`src/rtl/ps2_rx_fifo.sv`:
```
// PS/2 receiver in the system clock domain: pin conditioning, 11-bit framing with
// parity/stop/timeout checks, optional E0/F0 folding, and a first-word-fall-through FIFO.
module ps2_rx_fifo #(
  parameter int unsigned FIFO_DEPTH     = 8,
  parameter int unsigned FILTER_LEN     = 4,
  parameter int unsigned TIMEOUT_CYCLES = 50000,
  parameter int unsigned DECODE_MODE    = 1
) (
  input  logic                          clk,
  input  logic                          reset,
  input  logic                          ps2Clk,
  input  logic                          ps2Dat,
  input  logic                          rd_en,
  input  logic                          clr_err,
  output logic [7:0]                    data,
  output logic                          brk,
  output logic                          ext,
  output logic                          empty,
  output logic                          full,
  output logic [$clog2(FIFO_DEPTH):0]   count,
  output logic                          err_parity,
  output logic                          err_frame,
  output logic                          overflow
);

  localparam int unsigned AW = $clog2(FIFO_DEPTH);
  localparam int unsigned CW = AW + 1;
  localparam int unsigned FW = $clog2(FILTER_LEN + 1);
  localparam int unsigned TW = $clog2(TIMEOUT_CYCLES + 1);
  localparam int unsigned EW = 10;

  typedef enum logic [1:0] {IDLE, RECV, CHECK} state_t;

  logic [1:0]    clk_sync, dat_sync;
  logic          fclk, flip_c, fall_c;
  logic [FW-1:0] fcnt;

  state_t        state, state_nx;
  logic [3:0]    bitcnt, bitcnt_nx;
  logic [9:0]    shreg, shreg_nx;
  logic [TW-1:0] tcnt, tcnt_nx;
  logic          timeout_c;

  logic          par_ok_c, stop_ok_c, valid_c, perr_c, ferr_c;
  logic [7:0]    byte_c;
  logic          ext_p, brk_p, ext_p_nx, brk_p_nx;
  logic          push_c, pop_c, wr_c, ovf_c;
  logic [EW-1:0] entry_c, head_nx, head;
  logic [EW-1:0] mem [FIFO_DEPTH];
  logic [AW-1:0] wr_ptr, rd_ptr, rd_ptr_nx;
  logic [CW-1:0] remain_c, count_nx;

  // Two-flop synchronisers for both pins
  always_ff @(posedge clk) begin
    if (reset) begin
      clk_sync <= 2'b11;
      dat_sync <= 2'b11;
    end else begin
      clk_sync <= {clk_sync[0], ps2Clk};
      dat_sync <= {dat_sync[0], ps2Dat};
    end
  end

  // Level filter: fclk follows only after FILTER_LEN consecutive differing samples
  assign flip_c = (clk_sync[1] != fclk) && (fcnt == FW'(FILTER_LEN - 1));
  assign fall_c = flip_c && fclk;

  always_ff @(posedge clk) begin
    if (reset) begin
      fclk <= 1'b1;
      fcnt <= '0;
    end else if (clk_sync[1] == fclk) begin
      fcnt <= '0;
    end else if (flip_c) begin
      fclk <= ~fclk;
      fcnt <= '0;
    end else begin
      fcnt <= fcnt + FW'(1);
    end
  end

  // Frame FSM: shreg collects data[7:0], parity, stop LSB-first
  always_comb begin
    state_nx  = state;
    bitcnt_nx = bitcnt;
    shreg_nx  = shreg;
    tcnt_nx   = tcnt;
    timeout_c = 1'b0;
    unique case (state)
      IDLE: begin
        tcnt_nx = '0;
        if (fall_c && !dat_sync[1]) begin
          state_nx  = RECV;
          bitcnt_nx = 4'd1;
        end
      end
      RECV: begin
        if (fall_c) begin
          shreg_nx  = {dat_sync[1], shreg[9:1]};
          bitcnt_nx = bitcnt + 4'd1;
          tcnt_nx   = '0;
          if (bitcnt == 4'd10) state_nx = CHECK;
        end else if (tcnt == TW'(TIMEOUT_CYCLES)) begin
          timeout_c = 1'b1;
          state_nx  = IDLE;
          bitcnt_nx = '0;
          tcnt_nx   = '0;
        end else begin
          tcnt_nx = tcnt + TW'(1);
        end
      end
      CHECK: begin
        state_nx  = IDLE;
        bitcnt_nx = '0;
      end
      default: state_nx = IDLE;
    endcase
  end

  // Frame check, prefix decode and FIFO bookkeeping
  always_comb begin
    par_ok_c  = ^shreg[8:0];
    stop_ok_c = shreg[9];
    byte_c    = shreg[7:0];
    perr_c    = (state == CHECK) && !par_ok_c;
    ferr_c    = ((state == CHECK) && !stop_ok_c) || timeout_c;
    valid_c   = (state == CHECK) && par_ok_c && stop_ok_c;
    push_c    = 1'b0;
    entry_c   = {ext_p, brk_p, byte_c};
    ext_p_nx  = ext_p;
    brk_p_nx  = brk_p;
    if (valid_c) begin
      if (DECODE_MODE == 0) begin
        push_c  = 1'b1;
        entry_c = {2'b00, byte_c};
      end else if (byte_c == 8'hE0) begin
        ext_p_nx = 1'b1;
      end else if (byte_c == 8'hF0) begin
        brk_p_nx = 1'b1;
      end else begin
        push_c   = 1'b1;
        ext_p_nx = 1'b0;
        brk_p_nx = 1'b0;
      end
    end
    pop_c     = rd_en && !empty;
    wr_c      = push_c && (!full || pop_c);
    ovf_c     = push_c && full && !pop_c;
    rd_ptr_nx = pop_c ? rd_ptr + AW'(1) : rd_ptr;
    remain_c  = count - (pop_c ? CW'(1) : CW'(0));
    count_nx  = remain_c + (wr_c ? CW'(1) : CW'(0));
    if (count_nx == '0)      head_nx = '0;
    else if (remain_c == '0) head_nx = entry_c;
    else                     head_nx = mem[rd_ptr_nx];
  end

  always_ff @(posedge clk) begin
    if (wr_c) mem[wr_ptr] <= entry_c;
  end

  always_ff @(posedge clk) begin
    if (reset) begin
      state      <= IDLE;
      bitcnt     <= '0;
      shreg      <= '0;
      tcnt       <= '0;
      ext_p      <= 1'b0;
      brk_p      <= 1'b0;
      wr_ptr     <= '0;
      rd_ptr     <= '0;
      count      <= '0;
      empty      <= 1'b1;
      full       <= 1'b0;
      head       <= '0;
      err_parity <= 1'b0;
      err_frame  <= 1'b0;
      overflow   <= 1'b0;
    end else begin
      state      <= state_nx;
      bitcnt     <= bitcnt_nx;
      shreg      <= shreg_nx;
      tcnt       <= tcnt_nx;
      ext_p      <= ext_p_nx;
      brk_p      <= brk_p_nx;
      wr_ptr     <= wr_c ? wr_ptr + AW'(1) : wr_ptr;
      rd_ptr     <= rd_ptr_nx;
      count      <= count_nx;
      empty      <= (count_nx == '0);
      full       <= (count_nx == CW'(FIFO_DEPTH));
      head       <= head_nx;
      // an error event in the same cycle as clr_err wins
      err_parity <= perr_c | (err_parity & ~clr_err);
      err_frame  <= ferr_c | (err_frame & ~clr_err);
      overflow   <= ovf_c  | (overflow & ~clr_err);
    end
  end

  assign {ext, brk, data} = head;

endmodule

```
`config.mk`:
```
export PLATFORM = sky130hd
export DESIGN_NAME = ps2_rx_fifo
export DESIGN_NICKNAME = d
export VERILOG_FILES = /design/src/rtl/ps2_rx_fifo.sv
export SDC_FILE = /design/constraint.sdc
export NUM_CORES = 1
export LEC_CHECK = 0
export CAP_MARGIN = 20
export CORE_MARGIN = 3
export CORE_UTILIZATION = 45
export DETAILED_ROUTE_END_ITERATION = 10
export SLEW_MARGIN = 20
export SYNTH_ARGS = -nofsm -noshare
export SYNTH_HDL_FRONTEND = slang
export SYNTH_SLANG_ARGS = --single-unit
```
`constraint.sdc`:
```
create_clock -name clk -period 3.5 [get_ports clk]
set_input_delay 0.7 -clock clk [delete_from_list [all_inputs] [get_ports clk]]
set_output_delay 0.7 -clock clk [all_outputs]
set_load 0.03 [all_outputs]
```
==> run metrics <==
CTS tree done; Total Routing Usage GR ~18%; Mapped Area between 0.006 and 0.007 mm2; met1 usage 23.8%; register bit total from synthesis roughly 150; H-Tree Depth 4; Worst setup SP type flip-flop; layout cells sized above 1 between 10% and 20%; largest net degree at the start of global routing 35; DRT iter0 DRCs 266; count of unique library cells instantiated by Yosys 49; root buf cell clkbuf_16; Final Hold Viols 0; Post-Syn Instances 514; Max-slew headroom roughly 33%; synth cell count leaders edfxtp_1 (80), dfxtp_1 (67), nand2_1 (51); Final Wtd Congestion between 0.7 and 0.8; Final Cycle Share 86.6%; crit path kind flip-flop to flip-flop; pwr/cell area between 600 and 700 mW/mm2; M2 GR Usage between 20% and 30%; critical path capture point type flip-flop; Max Fclk between 0.3 and 0.4 GHz; vias in the first global route between 3000 and 4000; Crit Path Max Fanout 11; number of remaining DRC errors 0; final core occ between 50% and 60%; Die Ht approximately 120 um; final wirelength roughly 13000 um; CTS clk-pin slew, worst paths around 0.06 ns; most frequent cell after synthesis edfxtp_1; worst ir drop on vdd 0.305 mV; busiest grt layer met2; full die area between 0.015 and 0.02 mm2; Starting Density a little under half; ant diodes 0; post-CTS setup repair buffer count 0; CTS Hold Buffers Added 0; non-filler cells, final roughly 750; post-synthesis net count around 540; initial antenna violation count 0; mean post-synth cell area ~12 um2; met3 Track Usage GR about 4.2%; worst setup margin between 0.4 and 0.5 ns; CP max stage cell xnor3_1; total gr overflow 0; minimum clock period around 3.0 ns; drt via density about 5.4; antenna-violating nets left 0; I/O pin total 25; drt first pass iters 4; Max Buffers Root-to-Sink 2; Placed Instances between 700 and 800; global-route wire length before repair between 20000 and 25000 um; cell area after layout 0.00739 mm2; DP HPWL 8030 um; final total power ~4.7 mW; final setup fails 0; Critical Path AT approximately 3.3 ns; crit-path max cell delay around 0.35 ns; critical path required time about 3.8 ns; Slew @ Worst Pin between 0.9 and 1 ns; Synth Warn # 0; Setup WS pre-CTS ~0.47 ns; sequential fraction of the synthesis area between 60% and 70%; Slew Viols, Final 0; Worst-Skew Late Latency around 0.42 ns; RSZ-0062 raised after global routing false; nets 586; Max Clock Skew approximately 0.0074 ns; status finished, final reports clean; Die Wd between 100 and 150 um; Fin Setup TNS 0 ns; total clock buffers created by CTS 17; routed vias ~4000; Cell Rows 42; Area Growth Syn to Fin 18.7%; worst min path class flip-flop to flip-flop; drt wl/cell between 15 and 20 um; CTS resizes 0; CP Cell Sequence inv_1 -> ha_1 -> xnor3_1 -> xnor2_1 -> and3_1 -> nand3_1 -> inv_1 -> ha_1 -> nor3b_1 -> xor2_1 -> nor2_1 -> nor2_1 -> buf_4 -> a211oi_1; fraction of registers with async set/reset 0%; Synth top area share between 30% and 40%; hold_ws 0.416 ns; Pleak roughly 2.6 nW; core area roughly 0.013 mm2; Port Buffer Count 24; most common flop cell mapped by yosys edfxtp_1; Synth area leaders edfxtp_1 (39%), dfxtp_1 (22%), mux4_2 (6.5%); area post-placement approximately 0.007 mm2; EDFF count, synth 80; post-synth top area cell edfxtp_1; MaxCap Viol Count 0; CTS sink cnt 147
[where the power goes]
| part | switching, mW | total, mW | internal (mW) |
|---|---|---|---|
| Clock | 0.690 | 1.73 | 1.04 |
| Combinational | 0.561 | 1.00 | 0.444 |
| Sequential | 0.0445 | 1.91 | 1.87 |
| Total | 1.30 | 4.65 | 3.36 |
[path summary, 6_finish.rpt]
check	slack [ns]	depth (start not counted)	from	to
max reg2reg	0.47	14	shreg[0]	head[6]
max	0.47	14	shreg[0]	head[6]
min	0.42	1	dat_sync[0]	dat_sync[1]
min reg2reg	0.42	1	dat_sync[0]	dat_sync[1]
[final cells by class]
type / instances / area (um2)
clock buffers: 18 / 429
clock inverters: 14 / 139
fillers: 1172 / 6010
inverters: 30 / 113
multi-input cells: 314 / 2310
flip-flops and latches: 147 / 3740
well taps: 176 / 220
repair buffers: 49 / 435
[kinds of logic after synthesis]
logic type	synth area share, %
flip-flops	60.1
multiplexers	7.96
AND/OR/NAND/NOR	13.4
XOR/XNOR	2.31
buffers and inverters	3.46
adder cells (fa/ha/maj)	4.22
AO/OA/AOI/OAI	8.58
[worst max-delay path: cells and delay by family, from the launching register on]
kind	cells	cell delay, ns
XOR/XNOR	3	0.73
flip-flops	1	0.33
AND/OR/NAND/NOR	5	0.92
buffers and inverters	3	0.39
adder cells (fa/ha/maj)	2	0.47
AO/OA/AOI/OAI	1	0.06
[registers in the layout, summed over array words and instances, names as in the netlist, 2 cells and up]
name and flops:
wr_ptr 3, state 2, rd_ptr 3, fcnt 3
mem 80, shreg 10, tcnt 16, dat_sync 2
bitcnt 4, clk_sync 2, count 4, head 10
[layer usage]
metal | share of wire (%) | up-vias
met5 | 0 | -
met4 | 1.9 | 0
met2 | 47 | 71
li1 | - | 1976
met1 | 47 | 1996
met3 | 3.5 | 20
[layout by cell type, fill, tap and decap left out, types with 9 or more instances in the layout]
cell type,count
a211oi_1,10
nor2_1,41
inv_1,29
buf_4,24
mux4_2,18
nand2_1,51
clkdlybuf4s50_1,23
nand3_1,12
edfxtp_1,80
o21ai_0,19
clkbuf_16,17
mux2i_1,9
ha_1,21
dfxtp_1,67
a21oi_1,30
No activity file was read; power rests on OpenSTA's default activity.
